File: src/rtl/uart_pkg.sv
// Shared types and constants for the 12-byte command link.
//   uart_state_t : byte FSM states (IDLE, START, DATA, STOP)
//   UART_NUM_BYTES : bytes per command packet
//   cmd_buf_t : packed command buffer; byte 0 sits in bits [7:0]
package uart_pkg;

   typedef enum logic [1:0] {IDLE, START, DATA, STOP} uart_state_t;

   localparam int UART_NUM_BYTES = 12;

   typedef logic [UART_NUM_BYTES-1:0][7:0] cmd_buf_t;

endpackage

File: src/rtl/uart_rx_byte.sv
// Single 8N1 byte receiver: line synchroniser, byte FSM, tick/bit counters.
// Ports:
//   clk, reset  : clock and synchronous active-high reset
//   data_in     : asynchronous UART line, idle high
//   byte_data   : received byte (valid while byte_ok is high)
//   byte_ok     : one-cycle pulse, stop bit sampled high
//   byte_err    : one-cycle pulse, stop bit sampled low
//   start_det   : one-cycle pulse, falling edge accepted in IDLE
//   active      : FSM is not in IDLE
module uart_rx_byte
   import uart_pkg::*;
#(
   parameter int CLKS_PER_BIT = 16
) (
   input  logic       clk,
   input  logic       reset,
   input  logic       data_in,
   output logic [7:0] byte_data,
   output logic       byte_ok,
   output logic       byte_err,
   output logic       start_det,
   output logic       active
);

   localparam int TICK_W = $clog2(CLKS_PER_BIT);
   localparam logic [TICK_W-1:0] HALF_LAST = TICK_W'(CLKS_PER_BIT/2 - 1);
   localparam logic [TICK_W-1:0] FULL_LAST = TICK_W'(CLKS_PER_BIT - 1);

   logic              sync1_reg;
   logic              rx_s;
   logic              rx_d;
   logic              fall;
   uart_state_t       state_reg;
   uart_state_t       state_next;
   logic [TICK_W-1:0] tick_reg;
   logic [2:0]        bit_cnt_reg;
   logic [7:0]        shift_reg;
   logic              half_done;
   logic              full_done;

   // Synchroniser flops reset to the idle-high level so that leaving
   // reset never looks like a start edge.
   always_ff @(posedge clk) begin
      if (reset) begin
         sync1_reg <= 1'b1;
         rx_s      <= 1'b1;
         rx_d      <= 1'b1;
      end else begin
         sync1_reg <= data_in;
         rx_s      <= sync1_reg;
         rx_d      <= rx_s;
      end
   end

   assign fall      = rx_d & ~rx_s;
   assign half_done = (tick_reg == HALF_LAST);
   assign full_done = (tick_reg == FULL_LAST);

   // State register
   always_ff @(posedge clk) begin
      if (reset) state_reg <= IDLE;
      else       state_reg <= state_next;
   end

   // Next-state logic
   always_comb begin
      state_next = state_reg;
      unique case (state_reg)
         IDLE:  if (fall) state_next = START;
         // A start bit that is high again at mid-bit is a glitch.
         START: if (half_done) state_next = rx_s ? IDLE : DATA;
         DATA:  if (full_done && bit_cnt_reg == 3'd7) state_next = STOP;
         STOP:  if (full_done) state_next = IDLE;
         default: state_next = IDLE;
      endcase
   end

   // Outputs
   always_comb begin
      start_det = 1'b0;
      byte_ok   = 1'b0;
      byte_err  = 1'b0;
      active    = (state_reg != IDLE);
      byte_data = shift_reg;
      if (state_reg == IDLE && fall) start_det = 1'b1;
      if (state_reg == STOP && full_done) begin
         byte_ok  = rx_s;
         byte_err = ~rx_s;
      end
   end

   // Tick/bit counters and shift register. After the half-bit wait in
   // START the tick counter restarts, so every later sample lands mid-bit.
   always_ff @(posedge clk) begin
      if (reset) begin
         tick_reg    <= '0;
         bit_cnt_reg <= '0;
         shift_reg   <= '0;
      end else begin
         unique case (state_reg)
            IDLE: begin
               tick_reg    <= '0;
               bit_cnt_reg <= '0;
            end
            START: tick_reg <= half_done ? '0 : tick_reg + TICK_W'(1);
            DATA: begin
               if (full_done) begin
                  tick_reg    <= '0;
                  shift_reg   <= {rx_s, shift_reg[7:1]};
                  bit_cnt_reg <= (bit_cnt_reg == 3'd7) ? 3'd0 : bit_cnt_reg + 3'd1;
               end else begin
                  tick_reg <= tick_reg + TICK_W'(1);
               end
            end
            STOP: tick_reg <= full_done ? '0 : tick_reg + TICK_W'(1);
            default: tick_reg <= '0;
         endcase
      end
   end

endmodule

File: src/rtl/uart_receive.sv
// Command packet receiver: assembles NUM_BYTES consecutive UART bytes into
// a command buffer, aborting on a bad stop bit or an inter-byte timeout.
// Ports:
//   clk, reset : clock and synchronous active-high reset
//   data_in    : asynchronous UART line, idle high
//   cmd_buf    : last complete packet, byte 0 = first byte received
//   cmd_valid  : one-cycle pulse when cmd_buf has just been updated
//   frame_err  : one-cycle pulse on bad stop bit or timeout
//   busy       : byte in progress or partial packet held
// NUM_BYTES must be at least 2.
module uart_receive
   import uart_pkg::*;
#(
   parameter int CLKS_PER_BIT = 16,
   parameter int NUM_BYTES    = UART_NUM_BYTES,
   parameter int TIMEOUT_BITS = 24
) (
   input  logic                      clk,
   input  logic                      reset,
   input  logic                      data_in,
   output logic [NUM_BYTES-1:0][7:0] cmd_buf,
   output logic                      cmd_valid,
   output logic                      frame_err,
   output logic                      busy
);

   localparam int IDX_W = $clog2(NUM_BYTES);
   localparam int TO_W  = $clog2(TIMEOUT_BITS*CLKS_PER_BIT + 1);
   localparam logic [IDX_W-1:0] LAST_IDX = IDX_W'(NUM_BYTES - 1);
   localparam logic [TO_W-1:0]  TO_LAST  = TO_W'(TIMEOUT_BITS*CLKS_PER_BIT - 1);

   logic [7:0]                byte_data;
   logic                      byte_ok;
   logic                      byte_err;
   logic                      start_det;
   logic                      active;
   logic [NUM_BYTES-1:0][7:0] work_buf_reg;
   logic [NUM_BYTES-1:0][7:0] packet;
   logic [IDX_W-1:0]          byte_idx_reg;
   logic [TO_W-1:0]           to_cnt_reg;

   uart_rx_byte #(
      .CLKS_PER_BIT(CLKS_PER_BIT)
   ) u_rx_byte (
      .clk      (clk),
      .reset    (reset),
      .data_in  (data_in),
      .byte_data(byte_data),
      .byte_ok  (byte_ok),
      .byte_err (byte_err),
      .start_det(start_det),
      .active   (active)
   );

   // Working buffer with the incoming byte merged in at byte_idx; on the
   // final byte this is the complete packet copied to cmd_buf.
   for (genvar gi = 0; gi < NUM_BYTES; gi++) begin : g_merge
      assign packet[gi] = (byte_idx_reg == IDX_W'(gi)) ? byte_data : work_buf_reg[gi];
   end

   always_ff @(posedge clk) begin
      if (reset) begin
         work_buf_reg <= '0;
         byte_idx_reg <= '0;
         to_cnt_reg   <= '0;
         cmd_buf      <= '0;
         cmd_valid    <= 1'b0;
         frame_err    <= 1'b0;
      end else begin
         cmd_valid <= 1'b0;
         frame_err <= 1'b0;

         if (byte_ok) begin
            work_buf_reg <= packet;
            if (byte_idx_reg == LAST_IDX) begin
               cmd_buf      <= packet;
               cmd_valid    <= 1'b1;
               byte_idx_reg <= '0;
            end else begin
               byte_idx_reg <= byte_idx_reg + IDX_W'(1);
            end
         end else if (byte_err) begin
            frame_err    <= 1'b1;
            byte_idx_reg <= '0;
         end

         // Inter-byte timeout only runs while a partial packet waits in
         // IDLE. byte_ok/byte_err only occur while active, so this never
         // collides with the stop-bit handling above. A start edge in the
         // expiry cycle wins.
         if (start_det || active || byte_idx_reg == '0) begin
            to_cnt_reg <= '0;
         end else if (to_cnt_reg == TO_LAST) begin
            to_cnt_reg   <= '0;
            frame_err    <= 1'b1;
            byte_idx_reg <= '0;
         end else begin
            to_cnt_reg <= to_cnt_reg + TO_W'(1);
         end
      end
   end

   assign busy = active | (byte_idx_reg != '0);

endmodule

File: config.mk
export PLATFORM = sky130hd
export DESIGN_NAME = uart_receive
export DESIGN_NICKNAME = d
export VERILOG_FILES = /design/src/rtl/uart_pkg.sv /design/src/rtl/uart_rx_byte.sv /design/src/rtl/uart_receive.sv
export SDC_FILE = /design/constraint.sdc
export NUM_CORES = 1
export LEC_CHECK = 0
export BUFFER_PORTS_ARGS = -buffer_cell sky130_fd_sc_hd__buf_2
export CORE_ASPECT_RATIO = 1.1
export CORE_UTILIZATION = 46
export DETAILED_ROUTE_END_ITERATION = 12
export PLACE_DENSITY = 0.77
export SLEW_MARGIN = 20
export SYNTH_ARGS = -nofsm -noshare
export SYNTH_HDL_FRONTEND = slang
export SYNTH_SLANG_ARGS = --single-unit
File: constraint.sdc
create_clock -name clk -period 2.38 [get_ports clk]
set_clock_uncertainty 0.15 [all_clocks]
set_input_delay 0.119 -clock clk [delete_from_list [all_inputs] [get_ports clk]]
set_output_delay 0.119 -clock clk [all_outputs]
set_load 0.01 [all_outputs]
# Yosys cells after proc, flatten, opt, wreduce, memory -nomap -nowiden
# Index checks and enable logic that the tools add are counted.
# Widths: inputs -> output; s select.
# op_classes
addsub	4
eq_ne	23
n_mux	37
bitwise_logic	4
n_reduce_logical	17
# op_table
op	n
$mux 8	12
$mux 4	7
$eq 4x3->1 const B	5
$eq 4x4->1 const B	5
$pmux 4 s3	1
$mux 2	5
$ne 2x1->1 const B	5
$add 9x1->9 const B	1
$eq 9x9->1 const B	1
$add 4x1->4 const B	2
$eq 4x2->1 const B	2
$mux 1	8
$pmux 2 s4	1
$mux 3	2
$pmux 3 s2	1
$reduce_and 2->1	3
$eq 2x2->1 const B	2
$eq 4x1->1 const B	1
$logic_not 4->1	1
$reduce_and 4->1	1
$reduce_bool 2->1	2
$reduce_bool 4->1	1
$reduce_or 2->1	2
$add 3x1->3 const B	1
9 further kinds	13
# totals
ff_bits	227
out_inout_bits	99
word_cells	120

# Longest topological paths before layout
# depth
ltp_word	7
mapped_depth	8
mapped_depth_nobuf	6

# Modules after synthesis
# Synthesis repeated with hierarchy kept, for this count alone.
# unflattened
hier_cells	1065
hier_area_um2	9357.7
# modules_own_cells
mod	instances	cells_each	area_each_um2	seq_area_each_um2
uart_receive	1	973	8456.9	3983.8
uart_rx_byte	1	92	900.9	400.4

# Worst setup path before layout
# Ideal clock, no wire load.
# synth_timing
path_kind	flip-flop to flip-flop
start	register byte_idx_reg[0]
end	register to_cnt_reg[2]
setup_time_ps	64
arrival_time_ps	1890
required_ps	2166
setup_slack_ps	276
stages_incl_launch_ff	8
n_path_buf	1
period_less_slack_ps	2104
cell_sequence	dfxtp_1 -> inv_1 -> ha_1 -> nor3b_1 -> or4b_1 -> or2_2 -> clkbuf_1 -> nor2_1
# synth_between
elab_chain_cells	3
# synth_rtl
item	line_no	source
start: declaration	uart_receive.sv:39	logic [IDX_W-1:0] byte_idx_reg;
start signal: assignment	uart_receive.sv:80	byte_idx_reg <= byte_idx_reg + IDX_W'(1);
$logic_not 4->1	uart_receive.sv:91	if (start_det || active || byte_idx_reg == '0) begin
$logic_or 1x1->1	uart_receive.sv:91	
$reduce_or 3->1 (no source line)	n/a	
end signal: assignment	uart_receive.sv:98	to_cnt_reg <= to_cnt_reg + TO_W'(1);
end: declaration	uart_receive.sv:40	logic [TO_W-1:0] to_cnt_reg;
# Every way passes these cells.
# A chain may end at the register's enable or synchronous reset.

# Final worst setup path
# layout_timing
start	register byte_idx_reg[0]
end	register to_cnt_reg[3]
# The elaborated chain is that of the path after synthesis.

==> impl_metrics.toml <==
[synthesis]
ys_seq_area_share_pct = 49.5
synth_cell_types = 46
async_flop_share_pct = 0
avgSynthCellArea_um2 = 10.8
yosysWarnings = 0
synth_edf_count = 0
syn_nets = 834
synth_flop_cell = "dfxtp_1"
ys_ff_latch = 219
synth_cells = 823
syn_area_um2 = 8850

[sta]
whs_ns = 0.229
worstMarginPinSlew_ns = 0.682
finalCriticalPeriod_ns = 2.19
hold_viol = 0
rsz0062_at_grt = "false"
report.final.setup_viol = 0
finalCritPeriodShare_pct = 92.0
slew_headroom_pct = 54.5
slew_viol_final = 0
max_freq_mhz = 457
tns_ns = 0

[worst_setup_path]
rrSetupSlack_ns = 0.19
r2r_end = "to_cnt_reg[3]$_SDFF_PP0_"
crit_type = "reg -> reg"
crit_required_ns = 2.66
cp-start-kind = "flip-flop"
crit_start = "byte_idx_reg[0]$_SDFF_PP0_"
cp-endpoint = "to_cnt_reg[3]$_SDFF_PP0_"
arrival_ns = 2.47
cp-end-kind = "flip-flop"
crit_fanout = 7
r2r_cells = 6
r2r-start = "byte_idx_reg[0]$_SDFF_PP0_"

[die]
rows = 52
die_area_um2 = 19800
die_x_um = 134
ios = 102
core-area_um2 = 18600
initial_core_util_pct = 47.6
die_h_um = 147

[clocking]
cts_sinks = 219
numCtsBuffers = 21
path_clk_slew_ns = 0.06
h-tree-depth = 1
cts_root_buf = "clkbuf_16"
clk_path_buf_depth = 3
tritoncts = "built"
clock_latency_ns = 0.49
cts_resized = 0

[global_routing]
antenna_found_initial = 0
grt_pass1_vias = 6053
grt_use_met2_pct = 32.5
grt_util_met1_pct = 26.7
grt-busiest-layer = "met2"
grt_remaining_overflow = 0
track_usage_pct = 19.7
grt_pass1_wl_um = 31700
grt_max_degree = 54
grt_use_met3_pct = 2.40

[final_layout]
diodes = 0
syn_to_final_growth_pct = 17.3
drive_above_1_share_pct = 23.1
stdcell_count = 1161
final_net_count = 915
largest_reg_flops = 96

[place]
hpwlAfterDp_um = 12500
io_buffer_count = 101
dp_cells = 1122
gp_congestion = 0.838

[hold_path]
hp-class = "in -> reg"

[detailed_routing]
drt_first_pass_iters = 5
drc = 0
vias = 6253
antenna_left = 0
drt_iter0_drc = 415
viasPerCell = 5.39
wl_per_cell_um = 16.9
routed_wl_um = 19600

[pwr]
irDropWorstVdd_mv = 0.517
powerDensity_nw_per_um2 = 700
leakage_nw = 4.30

[flow_run]
maxCapViolations = 0

[run_status]
status = "finished clean"
==> critical path: stages (launching register included) <==
cell,delay [ns]
dfxtp_1,0.43
inv_1,0.10
ha_1,0.23
nor3b_2,0.16
or4b_1,0.58
or2_2,0.37
nor2_1,0.11
==> synth_stat cells (all sizes together), types with 2 or more instances <==
cell type	number	share of area, %
nand3b	7	0.59
inv	9	0.38
nor2	106	4.5
a31oi	3	0.21
or2	5	0.35
buf	43	2.4
nor3b	5	0.42
mux2i	177	20
nand2	18	0.76
nor3	11	1.5
xor2	2	0.20
nor2b	4	0.28
nor4	2	0.14
xnor2	6	0.59
a21oi	15	0.85
a21o	3	0.25
clkbuf	41	1.8
o2bb2ai	88	10
nand3	18	1.2
dfxtp	219	50
and3	7	0.49
o21ai	3	0.17
a22o	8	0.79
nand4	2	0.14
ha	8	1.1
==> metal layers <==
metal  vias up  routed length (µm)
met5         -                   0
met4         0                 371
met1      3022                9230
met3        26                 793
li1       3082                   -
met2       123                9190
==> worst min-delay path by stage <==
stage | startpoint | endpoint | slack [ns] | cells after the start
floorplan | data_in | u_rx_byte.sync1_reg$_SDFF_PP1_ | 0.07 | 1
global placement | data_in | u_rx_byte.sync1_reg$_SDFF_PP1_ | 0.19 | 2
detailed placement | data_in | u_rx_byte.sync1_reg$_SDFF_PP1_ | 0.18 | 2
CTS | data_in | u_rx_byte.sync1_reg$_SDFF_PP1_ | 0.22 | 3
global route | data_in | u_rx_byte.sync1_reg$_SDFF_PP1_ | 0.25 | 3
finish | data_in | u_rx_byte.sync1_reg$_SDFF_PP1_ | 0.23 | 3
==> where the power goes <==
part           leakage, nW  internal, mW  switching (mW)
clock network        0.361          2.11            1.39
logic                 2.18        0.0254          0.0728
registers             1.76          3.67         0.00471
==> logic make-up (layout without fill, tap and decap cells) <==
group                      Yosys count  in the layout  share of synthesized area [%]
and+or+nand+nor                    191            191                           10.9
adders and majority gates            8              8                           1.13
AOI/OAI and AO/OA                  126            126                           12.9
xor gates and xnor gates             8              8                          0.792
muxes                              177            177                           20.0
DFF                                219            219                           49.5
buffers and inverters               94            189                           4.64
==> cell type report <==
cell class	count	area, µm²
Sequential cell	219	4380
Clock inverter	8	126
Clock buffer	29	606
Fill cell	1630	8230
Timing Repair Buffer	142	846
Tap cell	243	304
Multi-Input combinational cell	510	4080
Inverter	10	38.8
==> metrics by stage <==
step / utilization, % / power, mW / area (µm²) / setup slack (ns)
2_1_floorplan: - / 3.82 / 8850 / 0.276
3_3_place_gp: 51.8 / 3.85 / 9630 / 0.267
3_5_place_dp: 51.8 / 3.85 / 9630 / 0.215
4_1_cts: 55.8 / 7.33 / 10400 / 0.188
5_1_grt: 55.8 / 7.50 / 10400 / 0.0767
6_report: 55.8 / 7.27 / 10400 / 0.190
==> placed cells by master (no fill, tap or decap), types with 3 or more instances in the layout <==
cell and count:
nor2b_1 4, bufinv_16 3, nand3_1 16, clkbuf_8 5
o21ai_0 3, mux2i_1 177, nand3b_1 7, ha_1 8
o2bb2ai_1 68, nor2_1 106, and3_1 7, or2_2 5
buf_4 38, nor3_4 7, a21o_1 3, nor3b_1 4
xnor2_1 6, dfxtp_1 219, clkbuf_16 21, nand2_1 18
o2bb2ai_2 20, nor3_1 4, clkbuf_1 3, buf_2 100
a22o_1 8, a21oi_1 15, inv_1 9, clkinv_2 3
==> what timing repair did <==
item	in CTS	in global routing
hold buffers	2	0
endpoints found under the hold margin	18	0
buffers inserted	0	0
setup endpoints to repair	0	0
Note: power is estimated with default switching activity, not from simulation.
